### src/rtl/fifo_rr_sched.sv
`default_nettype none
// ============================================================================
//  Module      : fifo_rr_sched
//  Description : Round-robin write arbiter and read sequencer around a single
//                shared FIFO. Producers are tagged with their source ID on
//                the way in. On the way out, a 2-entry skid hides the FIFO's
//                1-cycle registered read latency and presents a valid/ready
//                stream {out_src, out_data}.
//  Revision    : 1.0 - initial release
// ============================================================================
module fifo_rr_sched #(
    parameter  int N_REQ = 4,
    parameter  int WIDTH = 8,
    localparam int IDW   = $clog2(N_REQ)
) (
    input  logic                   clk,
    input  logic                   rst_n,
    input  logic                   enable,
    input  logic [N_REQ-1:0]       req_valid,
    input  logic [N_REQ*WIDTH-1:0] req_data,
    output logic [N_REQ-1:0]       req_ready,
    output logic [WIDTH+IDW-1:0]   fifo_writeData,
    output logic                   fifo_writeEn,
    input  logic                   fifo_full,
    output logic                   fifo_readEn,
    input  logic [WIDTH+IDW-1:0]   fifo_readData,
    input  logic                   fifo_empty,
    output logic                   out_valid,
    input  logic                   out_ready,
    output logic [WIDTH-1:0]       out_data,
    output logic [IDW-1:0]         out_src,
    output logic                   busy
);

    localparam int C_FW = WIDTH + IDW;

    // ------------------------------------------------------------------
    // Write side
    // ------------------------------------------------------------------
    logic [IDW-1:0]   r_rr_ptr;
    logic [IDW:0]     w_idx;
    logic             w_found;
    logic [IDW-1:0]   w_gnt;
    logic [WIDTH-1:0] w_gnt_data;
    logic             w_grant_ok;

    // Find the first valid requester at or after rr_ptr, wrapping mod N_REQ.
    // The index is carried one bit wider so the wrap works for any N_REQ.
    always_comb begin
        w_idx   = '0;
        w_found = 1'b0;
        w_gnt   = '0;
        for (int k = 0; k < N_REQ; k++) begin
            w_idx = {1'b0, r_rr_ptr} + (IDW+1)'(k);
            if (w_idx >= (IDW+1)'(N_REQ)) begin
                w_idx = w_idx - (IDW+1)'(N_REQ);
            end
            if (!w_found && req_valid[w_idx[IDW-1:0]]) begin
                w_found = 1'b1;
                w_gnt   = w_idx[IDW-1:0];
            end
        end
    end

    // Mux the winner's payload out of the flat request bus.
    always_comb begin
        w_gnt_data = '0;
        for (int i = 0; i < N_REQ; i++) begin
            if (w_gnt == IDW'(i)) begin
                w_gnt_data = req_data[i*WIDTH +: WIDTH];
            end
        end
    end

    // A grant is only issued to a requester that is valid, so the grant
    // itself is the transfer; writes are held off whenever the FIFO is full.
    assign w_grant_ok = w_found & enable & ~fifo_full & rst_n;

    for (genvar gi = 0; gi < N_REQ; gi++) begin : g_ready
        assign req_ready[gi] = w_grant_ok & (w_gnt == IDW'(gi));
    end

    assign fifo_writeEn   = w_grant_ok;
    assign fifo_writeData = {w_gnt, w_gnt_data};

    // Advance the round-robin pointer just past the accepted requester.
    always_ff @(posedge clk) begin
        if (!rst_n) begin
            r_rr_ptr <= '0;
        end else if (w_grant_ok) begin
            r_rr_ptr <= (w_gnt == IDW'(N_REQ-1)) ? '0 : w_gnt + 1'b1;
        end
    end

    // ------------------------------------------------------------------
    // Read side
    // ------------------------------------------------------------------
    logic [1:0]      r_held;
    logic            r_inflight;
    logic [C_FW-1:0] r_skid0;
    logic [C_FW-1:0] r_skid1;
    logic            w_pop;
    logic [2:0]      w_occ;

    assign out_valid = |r_held;
    assign w_pop     = out_valid & out_ready;

    // Occupancy after this cycle's pop: a new read may only be issued if the
    // word it returns is guaranteed a free skid slot.
    assign w_occ = {1'b0, r_held} + {2'b00, r_inflight} - {2'b00, w_pop};

    assign fifo_readEn = rst_n & enable & ~fifo_empty & (w_occ < 3'd2);

    // Skid buffer: entry 0 is always the oldest word and drives the output.
    // The in-flight read lands here one cycle after readEn, even when
    // enable has since dropped.
    always_ff @(posedge clk) begin
        if (!rst_n) begin
            r_held     <= 2'd0;
            r_inflight <= 1'b0;
            r_skid0    <= '0;
            r_skid1    <= '0;
        end else begin
            r_inflight <= fifo_readEn;
            case ({r_inflight, w_pop})
                2'b10: begin
                    if (r_held == 2'd0) begin
                        r_skid0 <= fifo_readData;
                    end else begin
                        r_skid1 <= fifo_readData;
                    end
                    r_held <= r_held + 2'd1;
                end
                2'b01: begin
                    r_skid0 <= r_skid1;
                    r_held  <= r_held - 2'd1;
                end
                2'b11: begin
                    if (r_held == 2'd1) begin
                        r_skid0 <= fifo_readData;
                    end else begin
                        r_skid0 <= r_skid1;
                        r_skid1 <= fifo_readData;
                    end
                end
                default: begin
                end
            endcase
        end
    end

    assign out_data = r_skid0[WIDTH-1:0];
    assign out_src  = r_skid0[C_FW-1:WIDTH];
    assign busy     = ~fifo_empty | (|r_held) | r_inflight;

endmodule
`default_nettype wire
### config.mk
export PLATFORM = sky130hd
export DESIGN_NAME = fifo_rr_sched
export DESIGN_NICKNAME = d
export VERILOG_FILES = /design/src/rtl/fifo_rr_sched.sv
export SDC_FILE = /design/constraint.sdc
export NUM_CORES = 1
export LEC_CHECK = 0
export ABC_AREA = 1
export ABC_CLOCK_PERIOD_IN_PS = 4950
export CELL_PAD_IN_SITES_DETAIL_PLACEMENT = 0
export CELL_PAD_IN_SITES_GLOBAL_PLACEMENT = 1
export CORE_ASPECT_RATIO = 1.1
export CORE_MARGIN = 2
export CORE_UTILIZATION = 28
export DETAILED_ROUTE_END_ITERATION = 16
export GPL_TIMING_DRIVEN = 0
export PLACE_DENSITY_LB_ADDON = 0.1
export REMOVE_ABC_BUFFERS = 1
export SKIP_CTS_REPAIR_TIMING = 1
export SYNTH_ARGS = -nofsm -noshare
export SYNTH_HDL_FRONTEND = slang
export SYNTH_SLANG_ARGS = --single-unit
### constraint.sdc
create_clock -name clk -period 4.95 [get_ports clk]
set_input_delay 1.485 -clock clk [delete_from_list [all_inputs] [get_ports clk]]
set_output_delay 1.485 -clock clk [all_outputs]
set_load 0.005 [all_outputs]
==> flow_summary.ini <==
[floorplan]
io_pins = 80
rows = 31
die_y_um = 89.2
die_w_um = 81.4
core_um2 = 6480
fp.dieArea_um2 = 7260
start_util_pct = 28.5

[setup_path]
cp_top_family = buffers and inverters
path_buf_inv = 4
start_kind = input pin
startpoint = out_ready
worstPathArrival_ps = 3360
crit_type = in2out
crit_chain = clkdlybuf4s50_1 -> nand2_2 -> inv_2 -> ha_4 -> nor2_4 -> inv_2 -> fa_2 -> xor2_1 -> nor4_2 -> buf_2
crit_required_ps = 3460
slowest_delay_ps = 470
critPathCaptureType = primary output
worstReg2RegStart = r_held[0]
critical_path.most_common_cell = inv_2
cp_max_fo = 4
cp_slowest_cell = clkdlybuf4s50_1
rrSetupSlack_ps = 2580

[clocking]
clockRootBuffer = clkbuf_8
clk_pin_slew_ps = 80
clk_latency_ps = 260
numCtsBuffers = 3
clockBufferDepth = 2
cts.sinks = 25
h-tree-depth = 1
cts_tree = yes

[sta]
tightestPinTransition_ps = 869
period_share_pct = 97.8
drv_slew = 0
hold_violations = 0
period_needed_ps = 4840
finalSetupViolCount = 0
max-slew-margin-rel_pct = 42.1
fmax_mhz = 206
clock_skew_ps = 1.20

[yosys]
synthCells = 285
synth_top_area_share_pct = 27.1
syn_area_um2 = 1850
ys.flop_type = dfxtp_1
yosys-top-cells-count = nand2_1 (60), inv_1 (53), o21ai_0 (39), dfxtp_1 (25), nor2_1 (21)
synth.most_common_cell = nand2_1
yosysUniqueCellTypes = 27
ys_seq_area_share_pct = 27.1
synth_edf_count = 0
avgSynthCellArea_um2 = 6.48
async_flop_share_pct = 0
ys_top_cells_by_area = dfxtp_1 (27%), nand2_1 (12%), inv_1 (11%)
synth_top_cell_by_area = dfxtp_1
ys_warn_count = 0
ys_ff_latch = 25

[final_layout]
nFillCells = 686
antenna_cells = 0
final_core_util_pct = 47.4
fin_area_um2 = 3070
area_growth_pct = 66.3
nets = 446
fin_cells = 464
final_layout_size_suffix_gt1_share_pct = 22.5

[routing]
routed_wl_um = 5120
first_iter_violations = 30
wl_per_cell_um = 11.0
vias = 2058
via_per_inst = 4.44
drt_pass1_iterations = 4
ant_nets = 0
drt_drc_violations_left = 0

[global_routing]
grt_pass1_wl_um = 7800
grtUsageTotal_pct = 13.4
antenna_found_initial = 0
grt_max_degree = 26
grt_pass1_vias = 1771
grt_overflow = 0
grt_util_met3_pct = 2.42
gr-usage-met2_pct = 23.4
busiest_layer = met2
gr-usage-met1_pct = 16.6

[min_path]
hp-start = r_skid1[7]
hold_path_class = reg2reg

[placement]
port_buffers = 79
post_dp_cell_area_um2 = 2710
dp_hpwl_um = 3660
placedCellCount = 438
place.gp.congestion = 0.763

[power_and_ir_drop]
p_per_area_nw_per_um2 = 379
ir_worst_vdd_v = 0.000209
p_leak_uw = 0.00147

[status]
status = completed

[flow_run]
max_cap_violations = 0
==> tightest hold or removal path, cell delays in order (launching register included) <==
cell and delay, ps:
dfxtp_1 300, inv_1 60, a21oi_1 50
==> per-layer routing <==
metal  wire (um)  vias up  share of wire (%)
met5           0        -                  0
met4          35        0               0.68
met3         313        2                6.1
met2        2460       46                 48
met1        2310      903                 45
li1            -     1107                  -
==> state kept, by name, indices dropped and copies added, names as in the netlist <==
register    cells
r_rr_ptr        2
r_skid1        10
r_skid0        10
r_inflight      1
r_held          2
==> where the power goes <==
| part | total [uW] | switching, uW | internal [uW] |
|---|---|---|---|
| clock network | 118 | 60.1 | 57.4 |
| registers | 305 | 35.3 | 269 |
| logic | 740 | 363 | 377 |
| total | 1160 | 458 | 703 |
==> logic make-up (layout without fill, tap and decap cells) <==
logic type      count (synthesis)  count (layout)  share of synthesized area [%]
xor+xnor                        2               2                          0.949
simple gates                  107             107                           27.2
flops                          25              25                           27.1
compound gates                 73              73                           22.4
fa+ha+maj                      11              11                           7.86
buf+inv                        67             164                           14.5
==> layout by cell type, fill, tap and decap left out, types with 3 or more instances in the layout <==
cell	count
a21oi_1	18
buf_2	3
buf_4	20
buf_6	3
clkbuf_2	5
clkbuf_8	3
clkdlybuf4s50_1	64
dfxtp_1	25
dlymetal6s2s_1	7
ha_1	5
ha_4	5
inv_1	43
inv_2	10
nand2_1	54
nand2_2	12
nand2_4	5
nand3_1	4
nand3_2	3
nand3_4	3
nor2_1	19
o21ai_0	27
o21ai_1	13
o221ai_1	10
==> final cells by class <==
type                            count  area, um^2  area share (%)
Tap cell                           82         103            3.34
Inverter                           57         230            7.50
Sequential cell                    25         500            16.3
Timing Repair inverter              1        7.51           0.245
Clock buffer                        4        45.0            1.47
Timing Repair Buffer              102         952            31.0
Multi-Input combinational cell    193        1230            40.1
==> stage by stage <==
| step | setup slack [ps] | hold slack [ps] | setup TNS, ps | total power [uW] |
|---|---|---|---|---|
| after floorplan | 216 | 429 | 0 | 644 |
| after global placement | -1160 | 441 | -11750 | 933 |
| after detailed placement | -1170 | 449 | -11690 | 949 |
| after CTS | -1170 | 462 | -11780 | 1070 |
| after global routing | -37.5 | 488 | -119 | 1280 |
| final | 107 | 455 | 0 | 1160 |
==> worst paths after layout <==
| check | endpoint | cells past startpoint |
|---|---|---|
| min | r_skid1[7] | 2 |
| min reg2reg | r_skid1[7] | 2 |
| max | fifo_readEn | 10 |
| max reg2reg | r_skid0[3] | 11 |
No activity file was read; power rests on OpenSTA's default activity.
